## config.mk

```make
export PLATFORM = sky130hd
export DESIGN_NAME = result_bcd_converter
export DESIGN_NICKNAME = d
export VERILOG_FILES = /design/src/rtl/calc_pkg.sv /design/src/rtl/bcd_digit_adjust.sv /design/src/rtl/result_bcd_converter.sv
export SDC_FILE = /design/constraint.sdc
export NUM_CORES = 1
export LEC_CHECK = 0
export BUFFER_PORTS_ARGS = -buffer_cell sky130_fd_sc_hd__buf_2
export CAP_MARGIN = 10
export CELL_PAD_IN_SITES_DETAIL_PLACEMENT = 1
export CELL_PAD_IN_SITES_GLOBAL_PLACEMENT = 1
export CORE_MARGIN = 8
export CORE_UTILIZATION = 40
export CTS_CLUSTER_DIAMETER = 30
export DETAILED_ROUTE_END_ITERATION = 8
export PLACE_DENSITY_LB_ADDON = 0.1
export SLEW_MARGIN = 20
export SYNTH_ARGS = -nofsm -noshare
export SYNTH_HDL_FRONTEND = slang
export SYNTH_HIERARCHICAL = 1
export SYNTH_SLANG_ARGS = --single-unit
export TNS_END_PERCENT = 50
```

## constraint.sdc

```tcl
create_clock -name clk -period 2.52 [get_ports clk]
set_input_delay 0.252 -clock clk [delete_from_list [all_inputs] [get_ports clk]]
set_output_delay 0.252 -clock clk [all_outputs]
set_load 0.01 [all_outputs]
```

## src/rtl/calc_pkg.sv

```systemverilog
// Shared calculator definitions: conversion FSM states, display digit count,
// and arithmetic op-code constants used by the display and top level.
`timescale 1ns/1ps
package calc_pkg;

  // Binary-to-BCD conversion states
  typedef enum logic [1:0] {
    IDLE  = 2'd0,
    SHIFT = 2'd1,
    DONE  = 2'd2
  } conv_state_t;

  // Enough decimal digits for a 32-bit magnitude (4294967295)
  localparam int unsigned DIGITS_DEFAULT = 10;

  // Calculator op-codes
  localparam logic [2:0] OP_ADD = 3'd0;
  localparam logic [2:0] OP_SUB = 3'd1;
  localparam logic [2:0] OP_MUL = 3'd2;
  localparam logic [2:0] OP_DIV = 3'd3;
  localparam logic [2:0] OP_POW = 3'd4;

endpackage : calc_pkg

```

## src/rtl/bcd_digit_adjust.sv

```systemverilog
// Double-dabble digit correction: adds 3 to a BCD digit that is 5 or more so
// the following left shift carries correctly into the next decimal digit.
// Ports:
//   digit      - current 4-bit BCD digit
//   adjusted_c - corrected digit (combinational)
`timescale 1ns/1ps
module bcd_digit_adjust (
  input  logic [3:0] digit,
  output logic [3:0] adjusted_c
);

  assign adjusted_c = (digit >= 4'd5) ? digit + 4'd3 : digit;

endmodule : bcd_digit_adjust

```

## src/rtl/result_bcd_converter.sv

```systemverilog
// Sequential binary-to-BCD converter for CPU results (double dabble, one bit
// per clock). Signed inputs are converted as sign + magnitude.
// Ports:
//   clk        - clock, rising edge
//   reset      - synchronous active-high reset
//   start      - request conversion of value (accepted only when idle)
//   value      - binary result, sampled on an accepted start
//   busy       - high from acceptance through the done cycle
//   done       - one-cycle pulse when new results are presented
//   negative   - sign of the converted value (0 for zero / unsigned)
//   bcd        - magnitude digits, units in [3:0]
//   num_digits - count of significant digits, 1..DIGITS
`timescale 1ns/1ps
module result_bcd_converter
  import calc_pkg::*;
#(
  parameter int unsigned WIDTH  = 32,
  parameter int unsigned DIGITS = DIGITS_DEFAULT,
  parameter bit          SIGNED = 1'b1
) (
  input  logic                  clk,
  input  logic                  reset,
  input  logic                  start,
  input  logic [WIDTH-1:0]      value,
  output logic                  busy,
  output logic                  done,
  output logic                  negative,
  output logic [4*DIGITS-1:0]   bcd,
  output logic [3:0]            num_digits
);

  localparam int unsigned CNT_W = (WIDTH > 1) ? $clog2(WIDTH) : 1;
  localparam int unsigned BCD_W = 4 * DIGITS;

  conv_state_t        state_q, state_d;
  logic [CNT_W-1:0]   cnt_q, cnt_d;
  logic [WIDTH-1:0]   mag_q, mag_d;
  logic [BCD_W-1:0]   scr_q, scr_d;
  logic               sign_q, sign_d;
  logic               busy_d, done_d, neg_d;
  logic [BCD_W-1:0]   bcd_d;
  logic [3:0]         ndig_d;
  logic [BCD_W-1:0]   scr_adj_c;
  logic [BCD_W-1:0]   scr_shift_c;
  logic               in_neg_c;

  // 1 + index of the most significant nonzero digit, minimum 1
  function automatic logic [3:0] count_digits(input logic [BCD_W-1:0] d);
    logic [3:0] n;
    n = 4'd1;
    for (int unsigned i = 0; i < DIGITS; i++) begin
      if (d[4*i +: 4] != 4'd0) n = 4'(i + 1);
    end
    return n;
  endfunction

  // Per-digit +3 correction ahead of each shift
  for (genvar g = 0; g < DIGITS; g++) begin : g_adj
    bcd_digit_adjust u_adj (
      .digit      (scr_q[4*g +: 4]),
      .adjusted_c (scr_adj_c[4*g +: 4])
    );
  end

  // Shift {scratch, magnitude} left by one
  assign scr_shift_c = {scr_adj_c[BCD_W-2:0], mag_q[WIDTH-1]};
  assign in_neg_c    = SIGNED && value[WIDTH-1];

  // Next-state, datapath and registered-output logic
  always_comb begin
    state_d = state_q;
    cnt_d   = cnt_q;
    mag_d   = mag_q;
    scr_d   = scr_q;
    sign_d  = sign_q;
    bcd_d   = bcd;
    neg_d   = negative;
    ndig_d  = num_digits;

    case (state_q)
      IDLE: begin
        if (start) begin
          sign_d  = in_neg_c;
          // Unsigned WIDTH-bit negate: most negative input maps to 2^(WIDTH-1)
          mag_d   = in_neg_c ? (~value) + WIDTH'(1) : value;
          scr_d   = '0;
          cnt_d   = CNT_W'(WIDTH - 1);
          state_d = SHIFT;
        end
      end
      SHIFT: begin
        scr_d = scr_shift_c;
        mag_d = {mag_q[WIDTH-2:0], 1'b0};
        if (cnt_q == '0) begin
          // Final step: publish results as the FSM enters DONE
          state_d = DONE;
          bcd_d   = scr_shift_c;
          neg_d   = sign_q && (scr_shift_c != '0);
          ndig_d  = count_digits(scr_shift_c);
        end else begin
          cnt_d = cnt_q - CNT_W'(1);
        end
      end
      DONE:    state_d = IDLE;
      default: state_d = IDLE;
    endcase

    busy_d = (state_d != IDLE);
    done_d = (state_d == DONE);
  end

  // State and output registers
  always_ff @(posedge clk) begin
    if (reset) begin
      state_q    <= IDLE;
      cnt_q      <= '0;
      mag_q      <= '0;
      scr_q      <= '0;
      sign_q     <= 1'b0;
      busy       <= 1'b0;
      done       <= 1'b0;
      negative   <= 1'b0;
      bcd        <= '0;
      num_digits <= 4'd1;
    end else begin
      state_q    <= state_d;
      cnt_q      <= cnt_d;
      mag_q      <= mag_d;
      scr_q      <= scr_d;
      sign_q     <= sign_d;
      busy       <= busy_d;
      done       <= done_d;
      negative   <= neg_d;
      bcd        <= bcd_d;
      num_digits <= ndig_d;
    end
  end

endmodule : result_bcd_converter

```

# After elaboration in Yosys (flattened, before gate mapping)
# Cells that the tools add are included.
totals:
  ff_bits: 127
  in_bits: 35
  out_inout_bits: 47
  word_cells: 86
op_classes:
  addsub: 12
  order_cmp: 10
  eq_ne: 4
  mux: 30
  bitwise: 1
  n_reduce_logical: 19
op_table:
  columns: ["operator", "n"]
  rows:
  - ["$pmux W40 S2", 1]
  - ["$mux W4", 17]
  - ["$mux W32", 2]
  - ["$pmux W32 S2", 1]
  - ["$ge A4 B3 Y1 const B", 10]
  - ["$mux W40", 1]
  - ["$reduce_bool A40 Y1", 1]
  - ["$add A4 B2 Y4 const B", 9]
  - ["$reduce_bool A4 Y1", 9]
  - ["$add A32 B1 Y32 const B", 1]
  - ["$not A32 Y32", 1]
  - ["$mux W5", 2]
  - ["$pmux W5 S2", 1]
  - ["$mux W2", 3]
  - ["$reduce_and A2 Y1", 3]
  - ["$logic_not A5 Y1", 1]
  - ["$sub A5 B1 Y5 const B", 1]
  - ["$ne A2 B2 Y1 const B", 2]
  - ["$pmux W2 S2", 1]
  - ["$reduce_bool A2 Y1", 2]
  - ["$add A3 B2 Y3 const B", 1]
  - ["$mux W3", 1]
  - ["$reduce_and A3 Y1", 1]
  - ["$eq A2 B1 Y1 const B", 1]
  - ["other kinds (3)", 3]

# Longest topological paths before layout
# Gate-level depths: netlist (run 1).
depth:
  depth_word: 12
  ltp_mapped: 10
  depth_no_buf: 10

# Hierarchy
# Netlist (run 1), hierarchy kept.
by_module_without_submodules:
  columns: ["module", "instances", "cells_each", "area_per_inst_um2", "seq_area_each_um2"]
  rows:
  - ["result_bcd_converter", 1, 620, 5337.6, 2542.4]
  - ["bcd_digit_adjust", 10, 16, 101.3, 0.0]

# Worst setup path after synthesis (run 1)
# OpenSTA, ideal clock, no wires.
synth_timing:
  path_kind: "register -> register"
  from: "register scr_q[5]"
  to: "register negative"
  setup_time_ps: 125
  t_arrival_ps: 2155
  required_ps: 2395
  slack_ps: 240
  stages_incl_launch_ff: 11
  n_path_buf: 0
  period_less_slack_ps: 2280
  path_cell_list: "dfxtp_1 > inv_1 > ha_1 > nand2b_1 > a21oi_2 > xnor2_1 > or4_1 > nor3_1 > nand4_1 > o311ai_0 > nand2_1"
synth_between:
  elab_chain_cells: 4
  elab_cells_between_ends: 5
  cone_classes: "add/sub: 1; order compare: 1; mux: 1; reduce/logical: 2"
synth_lines:
  columns: ["element", "line", "source"]
  rows:
  - ["start: declaration", "result_bcd_converter.sv:38", "logic [BCD_W-1:0] scr_q, scr_d;"]
  - ["start signal: assignment", "result_bcd_converter.sv:129", "scr_q <= scr_d;"]
  - ["$ge A4 B3 Y1", "bcd_digit_adjust.sv:12", "assign adjusted_c = (digit >= 4'd5) ? digit + 4'd3 : digit;"]
  - ["$mux W4", "bcd_digit_adjust.sv:12", null]
  - ["net scr_adj_c[4]", "result_bcd_converter.sv:43", "logic [BCD_W-1:0] scr_adj_c;"]
  - ["$reduce_bool A40 Y1", "result_bcd_converter.sv:98", "neg_d = sign_q && (scr_shift_c != '0);"]
  - ["$logic_and A1 B1 Y1", "result_bcd_converter.sv:98", null]
  - ["end signal: assignment", "result_bcd_converter.sv:133", "negative <= neg_d;"]
  - ["end: declaration", "result_bcd_converter.sv:27", "output logic negative,"]
# The timed path passes the listed nets, and every way through them passes these cells.
# A chain may end at the register's enable or synchronous reset.

# Worst setup path after layout (run 1)
layout_timing:
  from: "register scr_q[8]"
  to: "register negative"
layout_between:
  elab_chain_cells: 4
  elab_cells_between_ends: 5
  cone_classes: "add/sub: 1; order compare: 1; mux: 1; reduce/logical: 2"
layout_lines:
  columns: ["element", "line"]
  rows:
  - ["$add A4 B2 Y4 / $ge A4 B3 Y1 (equally long branches)", "bcd_digit_adjust.sv:12"]
  - ["$mux W4 (*)", "bcd_digit_adjust.sv:12"]
  - ["net scr_adj_c[9]", "result_bcd_converter.sv:43"]
  - ["$reduce_bool A40 Y1 (*)", "result_bcd_converter.sv:98"]
  - ["$logic_and A1 B1 Y1 (*)", "result_bcd_converter.sv:98"]
# The timed path passes the listed nets; every way through them passes the cells marked *.

==> impl_summary.log, run 1 <==
INFO  metric run_status = complete, no violations
INFO  metric critical_path.max_fanout = 5
INFO  metric syn_inst = 776
INFO  metric fin_area = 0.00771 mm²
INFO  metric clock_sinks = between 100 and 150
INFO  metric detail-route-antenna-nets = 0
INFO  metric cp_top_family = simple AND/OR/NAND/NOR gates
INFO  metric clockRootBuffer = sky130_fd_sc_hd__clkbuf_16
INFO  metric sw_frac_of_total = 0.243
INFO  metric die-width = 142 µm
INFO  metric number_of_global_route_vias_before_repair = about 6.3k
INFO  metric power.internal = 0.00387 W
INFO  metric comb_power_share = 0.105
INFO  metric cts_tree = built
INFO  metric final_max_slew_viols = 0
INFO  metric finalWeightedCongestion = ~0.77
INFO  metric initial_core_util = 0.404
INFO  metric drive_above_1_share = 0.192
INFO  metric dpl-instance-area = between 0.007 and 0.008 mm²
INFO  metric critical_path.endpoint_type = flop
INFO  metric num_vias = 5837
INFO  metric cts_buffers = 17
INFO  metric worst_setup_hold_path_clk_slew = 50 ps
INFO  metric post-route-period-util = 0.961
INFO  metric mappedNetlistNets = 834
INFO  metric clkLatencyLatePin = 420 ps
INFO  metric number_of_buffer_and_inverter_instances_along_the_worst_setup_path = 1
INFO  metric setup_slack_reg_to_reg = 100 ps
INFO  metric final_hold_fails = 0
INFO  metric synthToLayoutAreaGrowth = 21.8%
INFO  metric pwr_density_cell = 663 mW/mm²
INFO  metric synth.cell_area = 0.00633 mm²
INFO  metric cp_cell_sequence = inv_1 -> ha_1 -> nand2b_1 -> a21oi_4 -> mux2i_2 -> or4_4 -> nor3_1 -> nand4_1 -> o311ai_2 -> nand2_1
INFO  metric p_total = just over 0.005 W
INFO  metric fmax = 0.413 GHz
INFO  metric route.final.wire_length = 17600 µm
INFO  metric maxSlewHeadroom = 0.518
INFO  metric syn_avg_cell_area = 8.16 µm²
INFO  metric antenna_violations_before_repair = 0
INFO  metric p_clk_frac = 0.478
INFO  metric placeableCoreArea = about 0.016 mm²
INFO  metric detailedRoute.firstIterationViolations = ~270
INFO  metric maximum_number_of_pins_on_one_net_before_global_route_repair = 128
INFO  metric cts-hold-fix-buffers = 0
INFO  metric first_pass_iters = 5
INFO  metric cellLeakagePower = 3.07 nW
INFO  metric io-pin-count = between 80 and 90
INFO  metric power_frac_seq = 0.417
INFO  metric grt_first_pass_wirelength = 29700 µm
INFO  metric clockBufferDepth = 2
INFO  metric grt_util_all_layers = 0.180
INFO  metric worstPathRequired = approximately 2800 ps
INFO  metric num-nets-final = 911
INFO  metric period_needed = 2420 ps
INFO  metric setup_violations = 0
INFO  metric rows = 46
INFO  metric overflow = 0
INFO  metric critical-path-max-stage-delay = 510 ps
INFO  metric avgViaCountPerCell = 5.40
INFO  metric worstSetupPathType = flop to flop
INFO  metric floorplan.die.height = 142 µm
INFO  metric timing.critical_path.slowest_stage_cell = sky130_fd_sc_hd__or4_4
INFO  metric arrival_worst_endpoint = 2730 ps
INFO  metric power.ir.vdd_worst = 0.467 mV
INFO  metric max-cap-violations = 0
INFO  metric ctsHtreeMaxLevel = 4
INFO  metric fin_skew = 6.39 ps
INFO  metric synth_warnings = 6
INFO  metric portBuffers = 81
INFO  metric remaining_drc_errors = 0
INFO  metric instances_no_fill = 1080
INFO  metric routed_wire_length_per_instance = 16.3 µm
INFO  metric number_of_placed_cells_counting_well_taps = 1050
INFO  metric insertedDiodeCount = 0
INFO  metric fillers = 1903
INFO  metric cp-start-kind = flop
INFO  metric power.net_switching = 0.00124 W
INFO  metric postCtsSetupBuffers = 0
INFO  metric place.detailed.hpwl = roughly 12000 µm
INFO  metric worst_pin_slew = 713 ps
INFO  metric timing.hold.ws = 129 ps
INFO  metric hp-class = input pin to flop
INFO  metric fp.dieArea = 0.0201 mm²
==> final timing paths <==
kind	from	end	cells past startpoint
max	scr_q[8]	negative	10
min	value[0]	mag_q[0]	3
min reg2reg	bcd[19]	bcd[19]	2
max reg2reg	scr_q[8]	negative	10
==> layout by cell type (no fill, tap or decap), types with 6 or more instances in the layout <==
master and count:
sky130_fd_sc_hd__nand2_1 134, sky130_fd_sc_hd__clkbuf_16 17, sky130_fd_sc_hd__xnor2_1 15, sky130_fd_sc_hd__inv_1 26
sky130_fd_sc_hd__a21oi_2 9, sky130_fd_sc_hd__nor2_1 73, sky130_fd_sc_hd__buf_4 23, sky130_fd_sc_hd__a22oi_1 63
sky130_fd_sc_hd__ha_1 23, sky130_fd_sc_hd__a21oi_1 50, sky130_fd_sc_hd__nand3_1 7, sky130_fd_sc_hd__nor4_1 6
sky130_fd_sc_hd__o21ai_1 9, sky130_fd_sc_hd__nand2b_1 26, sky130_fd_sc_hd__buf_2 80, sky130_fd_sc_hd__dfxtp_1 127
sky130_fd_sc_hd__nor3_1 14, sky130_fd_sc_hd__xor2_1 24, sky130_fd_sc_hd__mux2i_1 10, sky130_fd_sc_hd__a222oi_1 6
sky130_fd_sc_hd__clkbuf_8 6, sky130_fd_sc_hd__o21ai_0 17, sky130_fd_sc_hd__o31ai_1 9, sky130_fd_sc_hd__o22ai_1 24
==> registers in the layout, summed over array words and instances, names as in the netlist <==
name        cells
cnt_q           5
busy            1
done            1
state_q         2
bcd            40
num_digits      4
negative        1
mag_q          32
scr_q          40
sign_q          1
==> repair_timing <==
item | in CTS | in global routing
pin swaps | 0 | 2
endpoints found under the setup margin | 1 | 3
resized for setup | 2 | 7
==> stage by stage <==
step                worst slack [ps]   util  setup TNS (ps)
finish                          97.7  0.493               0
global route                   -50.3  0.493           -50.3
floorplan                        240      -               0
CTS                             25.2  0.490               0
global placement                 127  0.452               0
detailed placement             -45.9  0.452           -45.9
==> power by group through the flow <==
stage,Sequential (W),Combinational [W],Clock [W]
global placement,0.00217,0.000522,0
floorplan,0.00216,0.000348,0
finish,0.00213,0.000535,0.00245
global route,0.00214,0.000592,0.00260
CTS,0.00213,0.000543,0.00250
detailed placement,0.00218,0.000541,0
==> metal layers <==
| metal | share of wire | GRT usage | vias to the layer above |
|---|---|---|---|
| li1 | - | - | 2881 |
| met1 | 0.44 | 0.202 | 2831 |
| met2 | 0.50 | 0.326 | 99 |
| met3 | 0.037 | 0.0386 | 26 |
| met4 | 0.017 | 0.0690 | 0 |
| met5 | 0 | 0 | - |
==> cell type report <==
cell class / instances / area (µm²) / share of cell area
Multi-Input combinational cell: 574 / 3560 / 0.461
Sequential cell: 127 / 2540 / 0.330
Timing Repair Buffer: 107 / 653 / 0.0847
Clock buffer: 24 / 512 / 0.0663
Tap cell: 216 / 270 / 0.0350
Inverter: 26 / 97.6 / 0.0127
Clock inverter: 6 / 80.1 / 0.0104
==> worst min-delay path, stage by stage <==
cell	delay, ps
sky130_fd_sc_hd__buf_2	110
sky130_fd_sc_hd__a22oi_1	70
sky130_fd_sc_hd__nor2_1	80
Power figures use the tool's default switching activity.
==> run 2: changes to the inputs <==
--- a/config.mk
+++ b/config.mk
@@ -13,7 +13,7 @@
 export CORE_UTILIZATION = 40
 export CTS_CLUSTER_DIAMETER = 30
 export DETAILED_ROUTE_END_ITERATION = 8
-export PLACE_DENSITY_LB_ADDON = 0.1
+export PLACE_DENSITY = 0.84
 export SLEW_MARGIN = 20
 export SYNTH_ARGS = -nofsm -noshare
 export SYNTH_HDL_FRONTEND = slang
==> impl_summary.log, run 2 (same netlist as run 1, synthesis figures left out) <==
INFO  metric pwr_density_cell = 648 mW/mm²
INFO  metric synthToLayoutAreaGrowth = 21.2%
INFO  metric placeableCoreArea = 0.0157 mm²
INFO  metric maxSlewHeadroom = 0.487
INFO  metric p_clk_frac = 0.464
INFO  metric post-route-period-util = 0.938
INFO  metric max-cap-violations = 0
INFO  metric fmax = 0.423 GHz
INFO  metric period_needed = 2360 ps
INFO  metric ctsHtreeMaxLevel = 4
INFO  metric cellLeakagePower = 3.06 nW
INFO  metric power_frac_seq = 0.430
INFO  metric number_of_buffer_and_inverter_instances_along_the_worst_setup_path = 1
INFO  metric drive_above_1_share = 0.195
INFO  metric critical-path-max-stage-delay = 580 ps
INFO  metric rows = 46
INFO  metric die-width = 142 µm
INFO  metric portBuffers = slightly above 80
INFO  metric fin_skew = 7.94 ps
INFO  metric fillers = 1926
INFO  metric final.setup.tns = 0 ps
INFO  metric critical_path.max_fanout = 3
INFO  metric fp.dieArea = 0.0201 mm²
INFO  metric cp_cell_sequence = inv_1 -> ha_1 -> nand2b_1 -> a21oi_2 -> xnor2_1 -> or4_1 -> nor3_2 -> nand4_1 -> o311ai_2 -> nand2_1
INFO  metric routed_wire_length_per_instance = approximately 16 µm
INFO  metric grt_util_all_layers = 0.180
INFO  metric final_max_slew_viols = 0
INFO  metric grt_setup_unrepaired = no
INFO  metric final_common_cell = sky130_fd_sc_hd__nand2_1
INFO  metric num-nets-final = 917
INFO  metric run_status = complete, no violations
INFO  metric antenna_violations_before_repair = 1
INFO  metric hp-class = input pin to flop
INFO  metric grt_first_pass_wirelength = between 20000 and 30000 µm
INFO  metric critical_path.endpoint_type = flop
INFO  metric final_core_utilization = 0.490
INFO  metric place.detailed.hpwl = 12400 µm
INFO  metric cts_buffers = 17
INFO  metric num_vias = 5926
INFO  metric maximum_number_of_pins_on_one_net_before_global_route_repair = 48
INFO  metric insertedDiodeCount = 0
INFO  metric floorplan.die.height = 142 µm
INFO  metric comb_power_share = 0.106
INFO  metric avgViaCountPerCell = 5.46
INFO  metric number_of_global_route_vias_before_repair = 6175
INFO  metric final_hold_fails = 0
INFO  metric cp_top_family = simple AND/OR/NAND/NOR gates
INFO  metric finalWeightedCongestion = between 0.7 and 0.8
INFO  metric remaining_drc_errors = 0
INFO  metric initial_core_util = 0.404
INFO  metric worstSetupPathType = flop to flop
INFO  metric power.net_switching = 0.00123 W
INFO  metric worstPathRequired = 2820 ps
INFO  metric cp-start-kind = flop
INFO  metric sw_frac_of_total = 0.248
INFO  metric route.final.wire_length = 17600 µm
INFO  metric layout_common_cells = sky130_fd_sc_hd__nand2_1 (134), sky130_fd_sc_hd__dfxtp_1 (127), sky130_fd_sc_hd__buf_2 (80), sky130_fd_sc_hd__nor2_1 (73), sky130_fd_sc_hd__a22oi_1 (63)
INFO  metric detailedRoute.firstIterationViolations = ~230
INFO  metric clockRootBuffer = sky130_fd_sc_hd__clkbuf_16
INFO  metric first_pass_iters = 4
INFO  metric clockBufferDepth = 2
INFO  metric cts_tree = built
INFO  metric worst_setup_hold_path_clk_slew = ~50 ps
INFO  metric setup_violations = 0
INFO  metric clock_sinks = 127
INFO  metric clkLatencyLatePin = about 420 ps
INFO  metric postCtsSetupBuffers = 0
INFO  metric overflow = 0
INFO  metric timing.critical_path.slowest_stage_cell = sky130_fd_sc_hd__or4_1
INFO  metric power.ir.vdd_worst = about 0.46 mV
INFO  metric detail-route-antenna-nets = 0
INFO  metric worst_pin_slew = 767 ps
INFO  metric io-pin-count = 82
INFO  metric arrival_worst_endpoint = 2670 ps
INFO  metric power.internal = between 0.003 and 0.004 W
INFO  metric largest_registers = bcd x40, scr_q x40, mag_q x32
[run 2: cell count changes in the layout (fill, tap and decap cells not counted), sizes merged]
cell      before  now
clkinvlp       0    1
buf          107  113
bufinv         2    1
[run 2: through the flow]
step / cell area [µm²] / setup slack, ps / hold WS [ps] / total power (W) / instances
global placement: 7080 / 137 / 441 / 0.00269 / 1056
floorplan: 6330 / 240 / 400 / 0.00251 / 776
finish: 7670 / 156 / 170 / 0.00497 / 1086
detailed placement: 7080 / 65.8 / 445 / 0.00270 / 1056
global route: 7670 / 10.4 / 194 / 0.00519 / 1086
CTS: 7640 / 52.1 / 151 / 0.00503 / 1086
[run 2: per-layer routing]
metal	vias to the layer above	track usage	wire [µm]
met1	2889	0.209	7710
met5	-	0	12
met2	107	0.320	8910
met4	2	0.0701	258
li1	2903	-	-
met3	25	0.0360	676
[run 2: timing repair]
item,in CTS,in global routing
hold endpoints to repair,0,0
hold buffers,0,0
setup endpoints to repair,0,3
gates resized for setup,0,8
[run 2: layout make-up]
type / count / area (µm²) / share of cell area
Tap cell: 216 / 270 / 0.0352
Sequential cell: 127 / 2540 / 0.331
Timing Repair Buffer: 113 / 661 / 0.0861
Clock buffer: 24 / 502 / 0.0654
Clock inverter: 6 / 57.6 / 0.00750
Multi-Input combinational cell: 574 / 3540 / 0.462
Inverter: 26 / 97.6 / 0.0127
[run 2: power groups by stage]
stage	combinational (W)	clock (W)	sequential (W)
2_1_floorplan	0.000348	0	0.00216
3_3_place_gp	0.000512	0	0.00217
3_5_place_dp	0.000525	0	0.00218
4_1_cts	0.000532	0.00236	0.00214
5_1_grt	0.000591	0.00246	0.00214
6_report	0.000529	0.00231	0.00214
[run 2: final timing paths]
check / startpoint / slack [ps] / cells after the start / end
min reg2reg: bcd[23] / 450 / 2 / bcd[23]
max: scr_q[1] / 160 / 10 / negative
max reg2reg: scr_q[1] / 160 / 10 / negative
min: value[14] / 170 / 3 / mag_q[14]
[run 2: worst register-to-register path: cells and delay by family (launching register included)]
| kind | cells | cell delay (ps) |
|---|---|---|
| DFF | 1 | 350 |
| adders and majority gates | 1 | 170 |
| AOI/OAI and AO/OA | 2 | 430 |
| xor gates and xnor gates | 1 | 130 |
| buffers and inverters | 1 | 80 |
| and+or+nand+nor | 5 | 1110 |
==> run 3: changes to the inputs <==
--- a/config.mk
+++ b/config.mk
@@ -17,6 +17,5 @@
 export SLEW_MARGIN = 20
 export SYNTH_ARGS = -nofsm -noshare
 export SYNTH_HDL_FRONTEND = slang
-export SYNTH_HIERARCHICAL = 1
 export SYNTH_SLANG_ARGS = --single-unit
 export TNS_END_PERCENT = 50
==> impl_summary.log, run 3 <==
INFO  metric yosys_register_bits = approximately 130
INFO  metric cts_buffers = 17
INFO  metric post-route-period-util = 0.941
INFO  metric detail-route-antenna-nets = 0
INFO  metric final_hold_fails = 0
INFO  metric arrival_worst_endpoint = 2680 ps
INFO  metric worstSetupPathType = flop to flop
INFO  metric clockRootBuffer = sky130_fd_sc_hd__clkbuf_16
INFO  metric fp.dieArea = 0.0197 mm²
INFO  metric fillers = 1811
INFO  metric yosys-top-cells-count = sky130_fd_sc_hd__dfxtp_1 (127), sky130_fd_sc_hd__nand2_1 (100), sky130_fd_sc_hd__nor2_1 (69)
INFO  metric detailedRoute.firstIterationViolations = 245
INFO  metric syn_inst = 741
INFO  metric most_area_consuming_cells_after_synthesis = sky130_fd_sc_hd__dfxtp_1 (41%), sky130_fd_sc_hd__nand2_1 (6.1%), sky130_fd_sc_hd__a21oi_1 (4.8%)
INFO  metric ys.flop_type = sky130_fd_sc_hd__dfxtp_1
INFO  metric timing.critical_path.slowest_stage_cell = sky130_fd_sc_hd__or4_1
INFO  metric synth.cell_area = 0.00618 mm²
INFO  metric routed_wire_length_per_instance = 16.9 µm
INFO  metric setup_violations = 0
INFO  metric post-place-ws = -130 ps
INFO  metric critical_path.endpoint_type = flop
INFO  metric final_common_cell = sky130_fd_sc_hd__dfxtp_1
INFO  metric largest_registers = bcd x40, scr_q x40, mag_q x32
INFO  metric mappedNetlistNets = 798
INFO  metric placeableCoreArea = 0.0151 mm²
INFO  metric run_status = complete, no violations
INFO  metric floorplan.die.height = 140 µm
INFO  metric timing.hold.ws = 130 ps
INFO  metric power.ir.vdd_worst = around 0.53 mV
INFO  metric drive_above_1_share = 0.201
INFO  metric route.final.wire_length = 17600 µm
INFO  metric synth_cell_types = 56
INFO  metric maximum_number_of_pins_on_one_net_before_global_route_repair = ~50
INFO  metric synth_largest_area_cell = sky130_fd_sc_hd__dfxtp_1
INFO  metric portBuffers = 81
INFO  metric hp-class = input pin to flop
INFO  metric maxSlewHeadroom = 0.297
INFO  metric synth_sequential_area_ratio = 0.412
INFO  metric synth_warnings = 0
INFO  metric ctsHtreeMaxLevel = 4
INFO  metric antenna_violations_before_repair = 1
INFO  metric worst_setup_hold_path_clk_slew = 60 ps
INFO  metric instances_no_fill = ~1.0k
INFO  metric synth_most_common_cell = sky130_fd_sc_hd__dfxtp_1
INFO  metric fmax = ~0.42 GHz
INFO  metric asyncSetResetFlopFracSynth = 0
INFO  metric layout_common_cells = sky130_fd_sc_hd__dfxtp_1 (125), sky130_fd_sc_hd__nand2_1 (100), sky130_fd_sc_hd__buf_2 (81), sky130_fd_sc_hd__nor2_1 (67), sky130_fd_sc_hd__o21ai_0 (59)
INFO  metric io-pin-count = 82
INFO  metric rows = 45
INFO  metric pwr_density_cell = approximately 740 mW/mm²
INFO  metric clockBufferDepth = 2
INFO  metric fraction_of_synthesized_cell_area_taken_by_the_top_area_cell_type = 0.412
INFO  metric cp_cell_sequence = inv_1 -> ha_2 -> nor2b_1 -> o21bai_1 -> mux2i_1 -> o2111ai_2 -> or4_1 -> nor3b_2 -> o21ai_0
INFO  metric num-nets-final = 896
INFO  metric fin_skew = 8.22 ps
INFO  metric cellLeakagePower = approximately 3.1 nW
INFO  metric cts-hold-fix-buffers = 0
INFO  metric clkLatencyLatePin = 430 ps
INFO  metric remaining_drc_errors = 0
INFO  metric place.detailed.hpwl = 12100 µm
INFO  metric clock_sinks = 127
INFO  metric critical_path.max_fanout = 5
INFO  metric p_total = about 0.0056 W
INFO  metric max-cap-violations = 0
INFO  metric first_pass_iters = 4
INFO  metric overflow = 0
INFO  metric worst_pin_slew = 1050 ps
INFO  metric final_max_slew_viols = 0
INFO  metric layout_setup_ws = between 100 and 150 ps
INFO  metric cp-start-kind = flop
INFO  metric period_needed = about 2400 ps
INFO  metric avgViaCountPerCell = approximately 5.5
INFO  metric die-width = about 140 µm
INFO  metric grt_util_all_layers = 0.184
INFO  metric final.setup.tns = 0 ps
INFO  metric syn_avg_cell_area = 8.33 µm²
INFO  metric critical-path-max-stage-delay = 450 ps
INFO  metric synth_edf_count = 0
INFO  metric grt_first_pass_wirelength = 29600 µm
INFO  metric cts_tree = built
INFO  metric num_vias = 5700
INFO  metric synthToLayoutAreaGrowth = 24.2%
INFO  metric number_of_global_route_vias_before_repair = approximately 5.9k
INFO  metric worstPathRequired = about 2800 ps
INFO  metric initial_core_util = 0.408
INFO  metric number_of_placed_cells_counting_well_taps = 1005
INFO  metric finalWeightedCongestion = 0.797
==> run 3: cells by family after synthesis <==
group / after synthesis / synth area share
and+or+nand+nor: 252 / 0.193
AOI/OAI and AO/OA: 224 / 0.235
DFF: 127 / 0.412
buffers and inverters: 65 / 0.0411
xor gates and xnor gates: 41 / 0.0581
adders and majority gates: 22 / 0.0446
muxes: 10 / 0.0162
==> run 3: cell type report <==
class | count | area, µm² | area share
Sequential cell | 127 | 2540 | 0.332
Timing Repair Buffer | 117 | 688 | 0.0897
Multi-Input combinational cell | 549 | 3430 | 0.448
Clock buffer | 19 | 453 | 0.0590
Clock inverter | 13 | 211 | 0.0276
Tap cell | 188 | 235 | 0.0307
Antenna cell | 1 | 2.50 | 0.000326
Inverter | 27 | 101 | 0.0132
==> run 3: through the flow <==
| step | instance area [µm²] | util |
|---|---|---|
| final | 7670 | 0.506 |
| after global routing | 7670 | 0.506 |
| after CTS | 7630 | 0.504 |
| after detailed placement | 6940 | 0.458 |
| after global placement | 6940 | 0.458 |
| after floorplan | 6180 | - |
==> run 3: critical path: cells and delay by family, from the launching register on <==
kind                     cells  cell delay [ps]
AND/OR/NAND/NOR              3              790
AO/OA/AOI/OAI                3              480
flip-flops                   1              360
multiplexers                 1              310
adder cells (fa/ha/maj)      1              230
buffers and inverters        1               90
==> run 3: power by group <==
part,internal (W),switching (W),total [W],leakage (nW)
registers,0.00214,0.0000757,0.00221,1.03
logic,0.000249,0.000437,0.000686,1.78
clock network,0.00181,0.000941,0.00275,0.323
==> run 3: what timing repair did <==
action                                  CTS  global route
endpoints found under the setup margin    1             2
gates resized for setup                   2             8
buffers inserted                          2             1
pin swaps                                 1             3
==> run 3: final timing paths <==
| kind | startpoint | endpoint | slack (ps) | cells past startpoint |
|---|---|---|---|---|
| hold / removal | value[0] | mag_q[0] | 130 | 3 |
| hold reg to reg | bcd[15] | bcd[15] | 450 | 2 |
| setup / recovery | scr_q[4] | negative | 150 | 9 |
| setup reg to reg | scr_q[4] | negative | 150 | 9 |
==> run 3: layer usage <==
| metal | GRT usage | part of all wire |
|---|---|---|
| met1 | 0.214 | 0.45 |
| met5 | 0 | 0.00068 |
| met3 | 0.0404 | 0.037 |
| met2 | 0.322 | 0.49 |
| met4 | 0.0709 | 0.018 |
